[config.mk]
export PLATFORM = sky130hd
export DESIGN_NAME = hit_resolver
export DESIGN_NICKNAME = d
export VERILOG_FILES = /design/src/rtl/hit_resolver.sv
export SDC_FILE = /design/constraint.sdc
export NUM_CORES = 1
export LEC_CHECK = 0
export ABC_AREA = 1
export ABC_CLOCK_PERIOD_IN_PS = 2400
export CORE_MARGIN = 2
export CORE_UTILIZATION = 55
export CTS_CLUSTER_DIAMETER = 80
export DETAILED_ROUTE_END_ITERATION = 10
export DONT_BUFFER_PORTS = 1
export PLACE_DENSITY = 0.73
export SLEW_MARGIN = 5
export SYNTH_ARGS = -nofsm -noshare
export SYNTH_HDL_FRONTEND = slang
export SYNTH_SLANG_ARGS = --single-unit
[constraint.sdc]
create_clock -name clk -period 2.4 [get_ports clk]
set_input_delay 0.24 -clock clk [delete_from_list [all_inputs] [get_ports clk]]
set_output_delay 0.24 -clock clk [all_outputs]
set_load 0.005 [all_outputs]
[src/rtl/hit_resolver.sv]
// -----------------------------------------------------------------------------
// hit_resolver
//   Two-player combat resolver. Once per frame (on the SCEN strobe) it tests
//   each attacker's 40x40 attack hitbox against the opponent's 40x45 hurtbox.
//   A landed hit removes DAMAGE health, starts HITSTUN_FRAMES frames of
//   hitstun and latches the knockback direction. A player whose health hits
//   zero is knocked out; the match result is held until reset.
//
// Ports
//   clk                  pixel clock
//   reset                asynchronous, active-high reset
//   SCEN                 frame strobe, one clk wide
//   p1_pos_x/p1_pos_y    player 1 sprite origin
//   p2_pos_x/p2_pos_y    player 2 sprite origin
//   p1_facing_right      1 = player 1 faces right (same for p2)
//   p1_attack_damage     player 1 damage window open (same for p2)
//   p1_hit/p2_hit        one-clk pulse: this player was hit this frame
//   p1_hitstun_active    player 1 in hitstun (same for p2)
//   p1_knock_right       direction of last knockback received (same for p2)
//   p1_health/p2_health  current health
//   ko                   a player has been knocked out (sticky)
//   winner               00 none, 01 P1 wins, 10 P2 wins, 11 double KO
// -----------------------------------------------------------------------------
module hit_resolver #(
  parameter int MAX_HEALTH     = 100,
  parameter int HEALTH_W       = 7,
  parameter int DAMAGE         = 10,
  parameter int HITSTUN_FRAMES = 20
) (
  input  logic                clk,
  input  logic                reset,
  input  logic                SCEN,
  input  logic [9:0]          p1_pos_x,
  input  logic [9:0]          p1_pos_y,
  input  logic [9:0]          p2_pos_x,
  input  logic [9:0]          p2_pos_y,
  input  logic                p1_facing_right,
  input  logic                p2_facing_right,
  input  logic                p1_attack_damage,
  input  logic                p2_attack_damage,
  output logic                p1_hit,
  output logic                p2_hit,
  output logic                p1_hitstun_active,
  output logic                p2_hitstun_active,
  output logic                p1_knock_right,
  output logic                p2_knock_right,
  output logic [HEALTH_W-1:0] p1_health,
  output logic [HEALTH_W-1:0] p2_health,
  output logic                ko,
  output logic [1:0]          winner
);

  typedef enum logic [1:0] {
    S_IDLE    = 2'd0,
    S_HITSTUN = 2'd1,
    S_KO      = 2'd2
  } def_state_e;

  localparam int                  CNT_W       = $clog2(HITSTUN_FRAMES + 1);
  localparam logic [HEALTH_W-1:0] HEALTH_INIT = HEALTH_W'(MAX_HEALTH);
  localparam logic [HEALTH_W-1:0] DMG         = HEALTH_W'(DAMAGE);
  localparam logic [CNT_W-1:0]    STUN_INIT   = CNT_W'(HITSTUN_FRAMES);
  localparam logic [CNT_W-1:0]    CNT_ONE     = CNT_W'(1);

  // Per-player views, index 0 = P1, index 1 = P2. The opponent of i is 1-i.
  logic [9:0] pos_x  [2];
  logic [9:0] pos_y  [2];
  logic [1:0] facing;
  logic [1:0] attack;

  assign pos_x[0] = p1_pos_x;
  assign pos_x[1] = p2_pos_x;
  assign pos_y[0] = p1_pos_y;
  assign pos_y[1] = p2_pos_y;
  assign facing   = {p2_facing_right, p1_facing_right};
  assign attack   = {p2_attack_damage, p1_attack_damage};

  // Defender state, indexed by the defending player.
  def_state_e          state_q  [2];
  def_state_e          state_d  [2];
  logic [CNT_W-1:0]    cnt_q    [2];
  logic [CNT_W-1:0]    cnt_d    [2];
  logic [HEALTH_W-1:0] health_q [2];
  logic [HEALTH_W-1:0] health_d [2];
  logic [HEALTH_W-1:0] hit_health [2];

  // spent is indexed by attacker; hit/knock by defender.
  logic [1:0] spent_q, spent_d;
  logic [1:0] hit_q, hit_d;
  logic [1:0] knock_q, knock_d;
  logic [1:0] winner_q, winner_d;

  logic [1:0] land;   // land[a]: attacker a lands on its opponent this SCEN
  logic       ko_now;

  // Box math is done in 12-bit signed so a left-facing hitbox near x=0 goes
  // negative instead of wrapping to a large unsigned coordinate.
  function automatic logic box_overlap(input logic [9:0] ax, input logic [9:0] ay,
                                       input logic       af,
                                       input logic [9:0] dx, input logic [9:0] dy);
    logic signed [11:0] sax, say, sdx, sdy;
    logic signed [11:0] hx0, hx1, hy0, hy1, ux0, ux1, uy0, uy1;
    sax = $signed({2'b00, ax});
    say = $signed({2'b00, ay});
    sdx = $signed({2'b00, dx});
    sdy = $signed({2'b00, dy});
    hx0 = af ? sax + 12'sd85  : sax - 12'sd5;
    hx1 = af ? sax + 12'sd125 : sax + 12'sd35;
    hy0 = say + 12'sd55;
    hy1 = say + 12'sd95;
    ux0 = sdx + 12'sd40;
    ux1 = sdx + 12'sd80;
    uy0 = sdy + 12'sd53;
    uy1 = sdy + 12'sd98;
    // Half-open intervals: edges that merely touch do not overlap.
    return (hx0 < ux1) && (ux0 < hx1) && (hy0 < uy1) && (uy0 < hy1);
  endfunction

  assign ko_now = (state_q[0] == S_KO) || (state_q[1] == S_KO);

  always_comb begin
    land = '0;
    for (int a = 0; a < 2; a++) begin
      land[a] = SCEN && attack[a] && !spent_q[a] && !ko_now &&
                (state_q[1-a] == S_IDLE) &&
                box_overlap(pos_x[a], pos_y[a], facing[a], pos_x[1-a], pos_y[1-a]);
    end
  end

  // ---------------------------------------------------------------------------
  // Next-state logic
  // ---------------------------------------------------------------------------
  always_comb begin
    // NOTE: every signal assigned here gets a default first, so no path can
    // leave it unassigned and infer a latch.
    spent_d  = spent_q;
    hit_d    = '0;
    knock_d  = knock_q;
    winner_d = winner_q;

    for (int d = 0; d < 2; d++) begin
      state_d[d]    = state_q[d];
      cnt_d[d]      = cnt_q[d];
      health_d[d]   = health_q[d];
      hit_health[d] = (health_q[d] > DMG) ? health_q[d] - DMG : '0;

      unique case (state_q[d])
        S_IDLE: begin
          if (land[1-d]) begin
            health_d[d] = hit_health[d];
            hit_d[d]    = 1'b1;
            knock_d[d]  = facing[1-d];
            if (hit_health[d] == '0) begin
              state_d[d] = S_KO;
              cnt_d[d]   = '0;
            end else begin
              state_d[d] = S_HITSTUN;
              cnt_d[d]   = STUN_INIT;
            end
          end
        end
        S_HITSTUN: begin
          // Invulnerable here; the frame that counts down to zero is the last.
          if (SCEN) begin
            cnt_d[d] = cnt_q[d] - CNT_ONE;
            if (cnt_q[d] == CNT_ONE) state_d[d] = S_IDLE;
          end
        end
        S_KO: begin
          cnt_d[d] = '0;
        end
        default: begin
          state_d[d] = S_IDLE;
          cnt_d[d]   = '0;
        end
      endcase
    end

    // One landed hit per damage window: a window ends on a frame without it.
    for (int a = 0; a < 2; a++) begin
      if (SCEN) begin
        if (!attack[a])   spent_d[a] = 1'b0;
        else if (land[a]) spent_d[a] = 1'b1;
      end
    end

    // Result is captured on the first KO frame; a trade yields 11.
    if (winner_q == 2'b00) begin
      winner_d = {state_d[0] == S_KO, state_d[1] == S_KO};
    end
  end

  // ---------------------------------------------------------------------------
  // State register
  // ---------------------------------------------------------------------------
  // NOTE: all state is plain flops (no RAM), so every register is reset.
  always_ff @(posedge clk or posedge reset) begin
    if (reset) begin
      for (int i = 0; i < 2; i++) begin
        state_q[i]  <= S_IDLE;
        cnt_q[i]    <= '0;
        health_q[i] <= HEALTH_INIT;
      end
      spent_q  <= '0;
      hit_q    <= '0;
      knock_q  <= '0;
      winner_q <= 2'b00;
    end else begin
      // NOTE: non-blocking assignments so every flop samples the pre-edge
      // values regardless of statement order.
      for (int i = 0; i < 2; i++) begin
        state_q[i]  <= state_d[i];
        cnt_q[i]    <= cnt_d[i];
        health_q[i] <= health_d[i];
      end
      spent_q  <= spent_d;
      hit_q    <= hit_d;
      knock_q  <= knock_d;
      winner_q <= winner_d;
    end
  end

  // ---------------------------------------------------------------------------
  // Outputs
  // ---------------------------------------------------------------------------
  always_comb begin
    p1_hit            = hit_q[0];
    p2_hit            = hit_q[1];
    p1_hitstun_active = (state_q[0] == S_HITSTUN);
    p2_hitstun_active = (state_q[1] == S_HITSTUN);
    p1_knock_right    = knock_q[0];
    p2_knock_right    = knock_q[1];
    p1_health         = health_q[0];
    p2_health         = health_q[1];
    ko                = ko_now;
    winner            = winner_q;
  end

endmodule
Word-level counts from Yosys, hierarchy flattened --
Index checks and enable logic that the tools add are counted.
Word-level totals: register bits after elaboration 36, input port bits 47, output and inout bits 23, word-level logic and storage cells 123
Cells by class: $add $sub $neg 24, $lt $le $gt $ge 10, equal/unequal tests 14, mux-type cells 32, reductions and logical operators 31
Operators with widths (count):
- $add A10 B7 Y11 const B | 10
- $add A10 B6 Y11 const B | 8
- $lt A11 B11 Y1 | 6
- $mux W5 | 6
- $lt A12 B12 Y1 | 2
- $mux W12 | 2
- $mux W11 | 2
- $sub A10 B3 Y11 const B | 2
- $pmux W5 S2 | 2
- $logic_and A1 B1 Y1 | 16
- $mux W2 | 8
- $gt A7 B4 Y1 const B | 2
- $logic_not A7 Y1 | 2
- $mux W7 | 2
- $sub A7 B4 Y7 const B | 2
- $pmux W2 S3 | 2
- $reduce_and A2 Y1 | 6
- $eq A5 B1 Y1 const B | 2
- $sub A5 B1 Y5 const B | 2
- $eq A2 B2 Y1 const B | 4
- $mux W1 | 8
- $ne A2 B2 Y1 const B | 4
- $logic_not A2 Y1 | 3
- $eq A2 B1 Y1 const B | 2
- other kinds (3) | 6

Logic depth before layout (Yosys ltp) --
depth after elaboration 10, gate-level depth with buffers 24, mapped depth without buffers 24

Worst setup path after synthesis --
OpenSTA, ideal clock, no wires.
path type input to register, start point input p2_pos_x[0], end point register cnt_q[5] in the netlist's numbering, setup time 117 ps, arrival time 2719 ps, required time 2283 ps, path slack -436 ps, stages on the path 21, path buffers 0, cell sequence inv_1 > fa_1 > o21ai_0 > nand2_1 > nand2_1 > nand2_1 > nand2_1 > nand2_1 > a21oi_1 > nand3_1 > ha_1 > nor4_1 > nand4_1 > nor2_1 > nand2_1 > nor2_4 > nand2_4 > nand2_4 > nand2_2 > nand2_1 > nand2_1
Between the ends: longest elaborated chain between the ends 9, elaborated cells between the ends (all ways) 14, those cells by class add/sub (4); order compare (2); eq/ne (1); mux (2); reduce/logical (5)
Ends and longest elaborated chain:
- from (decl) | RTL line 35 | input logic [9:0] p2_pos_x,
- $sub A10 B3 Y11 (tied with other cells) | RTL line 107 | hx0 = af ? sax + 12'sd85 : sax - 12'sd5;
- $mux W12 / $mux W11 (equally long branches) | RTL line 107, 108
- $lt A12 B12 Y1 / $lt A11 B11 Y1 (equally long branches) | RTL line 116 | return (hx0 < ux1) && (ux0 < hx1) && (hy0 < uy1) && (uy0 < hy1);
- $logic_and A1 B1 Y1 * (3 in series) | RTL line 116
- $logic_and A1 B1 Y1 * | RTL line 125 | (state_q[1-a] == S_IDLE) &&
- $ne A2 B2 Y1 (no source line) *
- $reduce_and A2 Y1 (no source line) *
- to (signal, indexed assignment) | RTL line 213 | cnt_q[i] <= cnt_d[i];
- to (decl) | RTL line 81 | logic [CNT_W-1:0] cnt_q [2];
Mark *: on every way between the ends. The rest lies on a longest branch, timed or not. A chain may end at the register's enable or synchronous reset.

==> qor.txt <==
CP Max Fanout: 16
Slew Limit Headroom: 70.0%
Max-slew violation count: 0
CTS H-tree depth: 2
Filler instances: 1,036
Chip Height: 115 um
Outcome: complete, but fails checks
Arrival @ worst endpoint: 2620 ps
I/O Buffers: 0
Least-Margin Pin Slew: 448 ps
Clock net sink count: 36
Vias: 6,513
Failing checks: negative setup slack
TritonRoute pass-1 iters: 5
Syn nets: 1,203
Reg2reg end: state_q[2]
Synthesized area: 6840 sq um
YS warnings: 0
Row count: 40
Hold EP: spent_q[1]
Register-to-register setup slack: 190 ps
Leakage power figure: 0.00443 uW
Final WL: 16,600 um
VDD IR max: 0.000331 V
CTS Buf Count: 5
Final Hold Vio Count: 0
HP Start: p2_attack_damage
Iter 0 DRT Violations: 280
CP required: 2580 ps
First-pass GRT wire length: 27,500 um
DRC viols: 0
Worst setup margin: -39.3 ps
Die width: 115 um
Async set or reset register ratio after synthesis: 100%
Synth Register Bits: 36
Post-route ant nets: 0
Final setup violation count: 9
Syn avg cell area: 6.68 sq um
Clock transition at the registers of the reported paths: 60 ps
GP Congestion: 0.861
Startpoint Class: input pin
Area Overhead vs Synth: 20.5%
Final min period: 2440 ps
Total congestion overflow: 0
Vias in the first global route: 6,139
Reg2Reg Depth: 12
CTS tree: yes
Deepest clock path buffer count: 2
Average routed wire per standard cell: 13.0 um
Share of cells above drive strength 1: 21.1%
GRT Overall Usage: 25.1%
Final core occ: 68.3%
Root Buffer: clkbuf_16
Min-Delay Path Depth: 2
Core area: 12,100 sq um
FMAX: 410 MHz
Initial core utilization: 56.7%
Synth Flop Type: dfrtp_1
Vias per std cell: 5.10
Ports: 70
WHS: 106 ps
Die area: 13,300 sq um
EDFF count, synth: 0
Area of the multi-input gates: 5640 sq um
R2R Path Start: p1_health[2]
Unrepaired setup endpoints after global routing: yes
Fin nets: 1,288
Register area: 908 sq um
Skew final: 7.03 ps
Largest net degree at the start of global routing: 37
Cell variety after synth: 46
Setup CP Type: in -> reg
Post-synthesis sequential area ratio: 13.3%
Post-Syn Instances: 1,024
Hold Path Class: in -> reg
Pwr per Cell Area: 333 nW/um^2
Detail Placement HPWL: 13,500 um
Ant diodes: 0
Maxcap violations: 0
Worst setup EP type: flop
Initial antenna violation count: 0
Tcrit/Tclk final: 102%
Clk_lat worst skew: 280 ps
## flip-flops by register name (all words and copies together) (netlist names)
| name | count |
|---|---|
| knock_q | 2 |
| hit_q | 2 |
| cnt_q | 10 |
| p1_health | 7 |
| p2_health | 7 |
| spent_q | 2 |
| state_q | 4 |
| winner | 2 |
## cells by family (layout without fill, tap and decap cells)
| group | count (synthesis) | count (layout) | synth area share [%] |
|---|---|---|---|
| DFF | 36 | 36 | 13.3 |
| AOI/OAI and AO/OA | 133 | 133 | 10.4 |
| buffers and inverters | 163 | 249 | 9.81 |
| adders and majority gates | 132 | 132 | 24.4 |
| xor gates and xnor gates | 104 | 104 | 13.3 |
| and+or+nand+nor | 456 | 456 | 28.8 |
## worst max path at each step
| stage | from | end | slack, ps | depth (start not counted) |
|---|---|---|---|---|
| 6_report | p2_facing_right | winner[1] | -40 | 21 |
| 5_1_grt | p1_facing_right | cnt_q[3] | -210 | 18 |
| 4_1_cts | p2_facing_right | cnt_q[5] | 1 | 20 |
| 3_5_place_dp | p1_pos_y[1] | cnt_q[4] | -350 | 18 |
| 3_3_place_gp | p1_facing_right | knock_q[1] | -310 | 14 |
| 2_1_floorplan | p1_facing_right | p2_health[3] | -120 | 23 |
## timing repair
item / in CTS / in global routing
hold buffers: 1 / 0
gates resized for setup: 8 / 72
hold endpoints to repair: 30 / 0
setup endpoints to repair: 18 / 36
pin swaps: 11 / 31
buffers inserted: 3 / 3
## layout make-up
class | count | area share [%]
clock buffer | 5 | 1.52
inverter | 150 | 7.43
tap | 168 | 2.55
multi-input combinational | 825 | 68.4
sequential | 36 | 11.0
clock inverter | 3 | 0.517
timing repair buffer | 91 | 8.52
## synth_stat cells (2+ instances only)
cell	instances	area share, %
ha_1	130	24
nor2_4	3	0.49
xnor2_1	20	2.6
o22ai_1	2	0.18
nor2_2	3	0.27
nor2_1	85	4.7
buf_6	2	0.33
nand4_1	5	0.46
o21ai_1	9	0.66
nand3b_1	3	0.33
dfstp_2	6	2.3
o21ai_2	3	0.38
clkbuf_1	7	0.38
dfrtp_1	30	11
a21boi_1	2	0.22
nand2_1	266	15
fa_1	2	0.59
or2_2	5	0.46
inv_1	135	7.4
o21ai_0	43	3.1
nand2_2	5	0.46
clkinv_4	2	0.26
a21oi_2	2	0.26
xor2_1	84	11
nand2_4	6	0.99
nor4_1	2	0.18
nand3_1	57	4.2
a21oi_1	67	4.9
and3_1	3	0.27
inv_2	7	0.38
buf_4	2	0.22
nor3_1	9	0.66
clkinv_1	4	0.22
## metrics by stage
| stage | total power (uW) | worst slack [ps] | cell area, sq um | TNS [ps] | instances |
|---|---|---|---|---|---|
| after floorplan | 1580 | -119 | 6980 | -1780 | 1024 |
| after global placement | 1900 | -312 | 7720 | -8650 | 1263 |
| after detailed placement | 1930 | -350 | 7720 | -9890 | 1263 |
| after CTS | 2690 | 1.47 | 7970 | 0 | 1275 |
| after global routing | 3000 | -212 | 8240 | -4520 | 1278 |
| final | 2740 | -39.3 | 8240 | -132 | 1278 |
## routing by layer
metal	wire length, um	GRT usage [%]
met3	717	3.50
met4	337	8.35
met2	7850	43.0
met5	0	0
met1	7670	32.4
## layout by cell type, fill, tap and decap left out, types with 3 or more instances in the layout
cell type	netlist	routed
dfstp_2	6	6
a21oi_1	67	47
nor2_4	3	3
nand2_2	5	27
inv_2	7	11
nand3_2	1	5
or2_2	5	5
xnor2_1	20	19
o21ai_0	43	31
o21ai_1	9	13
buf_4	2	88
o21ai_2	3	11
clkinv_1	4	4
nand3b_1	3	3
nor3_1	9	7
ha_4	0	6
nand2_1	266	241
dfrtp_1	30	30
a21oi_2	2	21
xor2_1	84	83
nor2_2	3	6
inv_1	135	126
clkbuf_16	0	5
nand4_1	5	5
nor2_1	85	82
nand2_4	6	9
nand3_1	57	52
ha_1	130	123
## power breakdown
part	total, uW	switching (uW)	internal, uW
sequential	608	0.0000217	608
combinational	1390	765	628
clock	744	257	488
total	2740	1020	1720
## worst max-delay path, cell delays in order
cell and delay [ps]:
fa_2 370, o21ai_1 120, nand2_1 70, nand2_2 80
nand2_2 60, nand2_2 80, nand2_2 70, a21oi_4 180
xor2_1 90, ha_1 320, nand2_1 60, inv_1 40
nand2_1 50, a21oi_2 230, nor2_4 80, buf_4 140
buf_6 100, nand3_1 50, nand2_1 70, nand2_1 60
nand2_1 40
No activity file was read; power rests on OpenSTA's default activity.
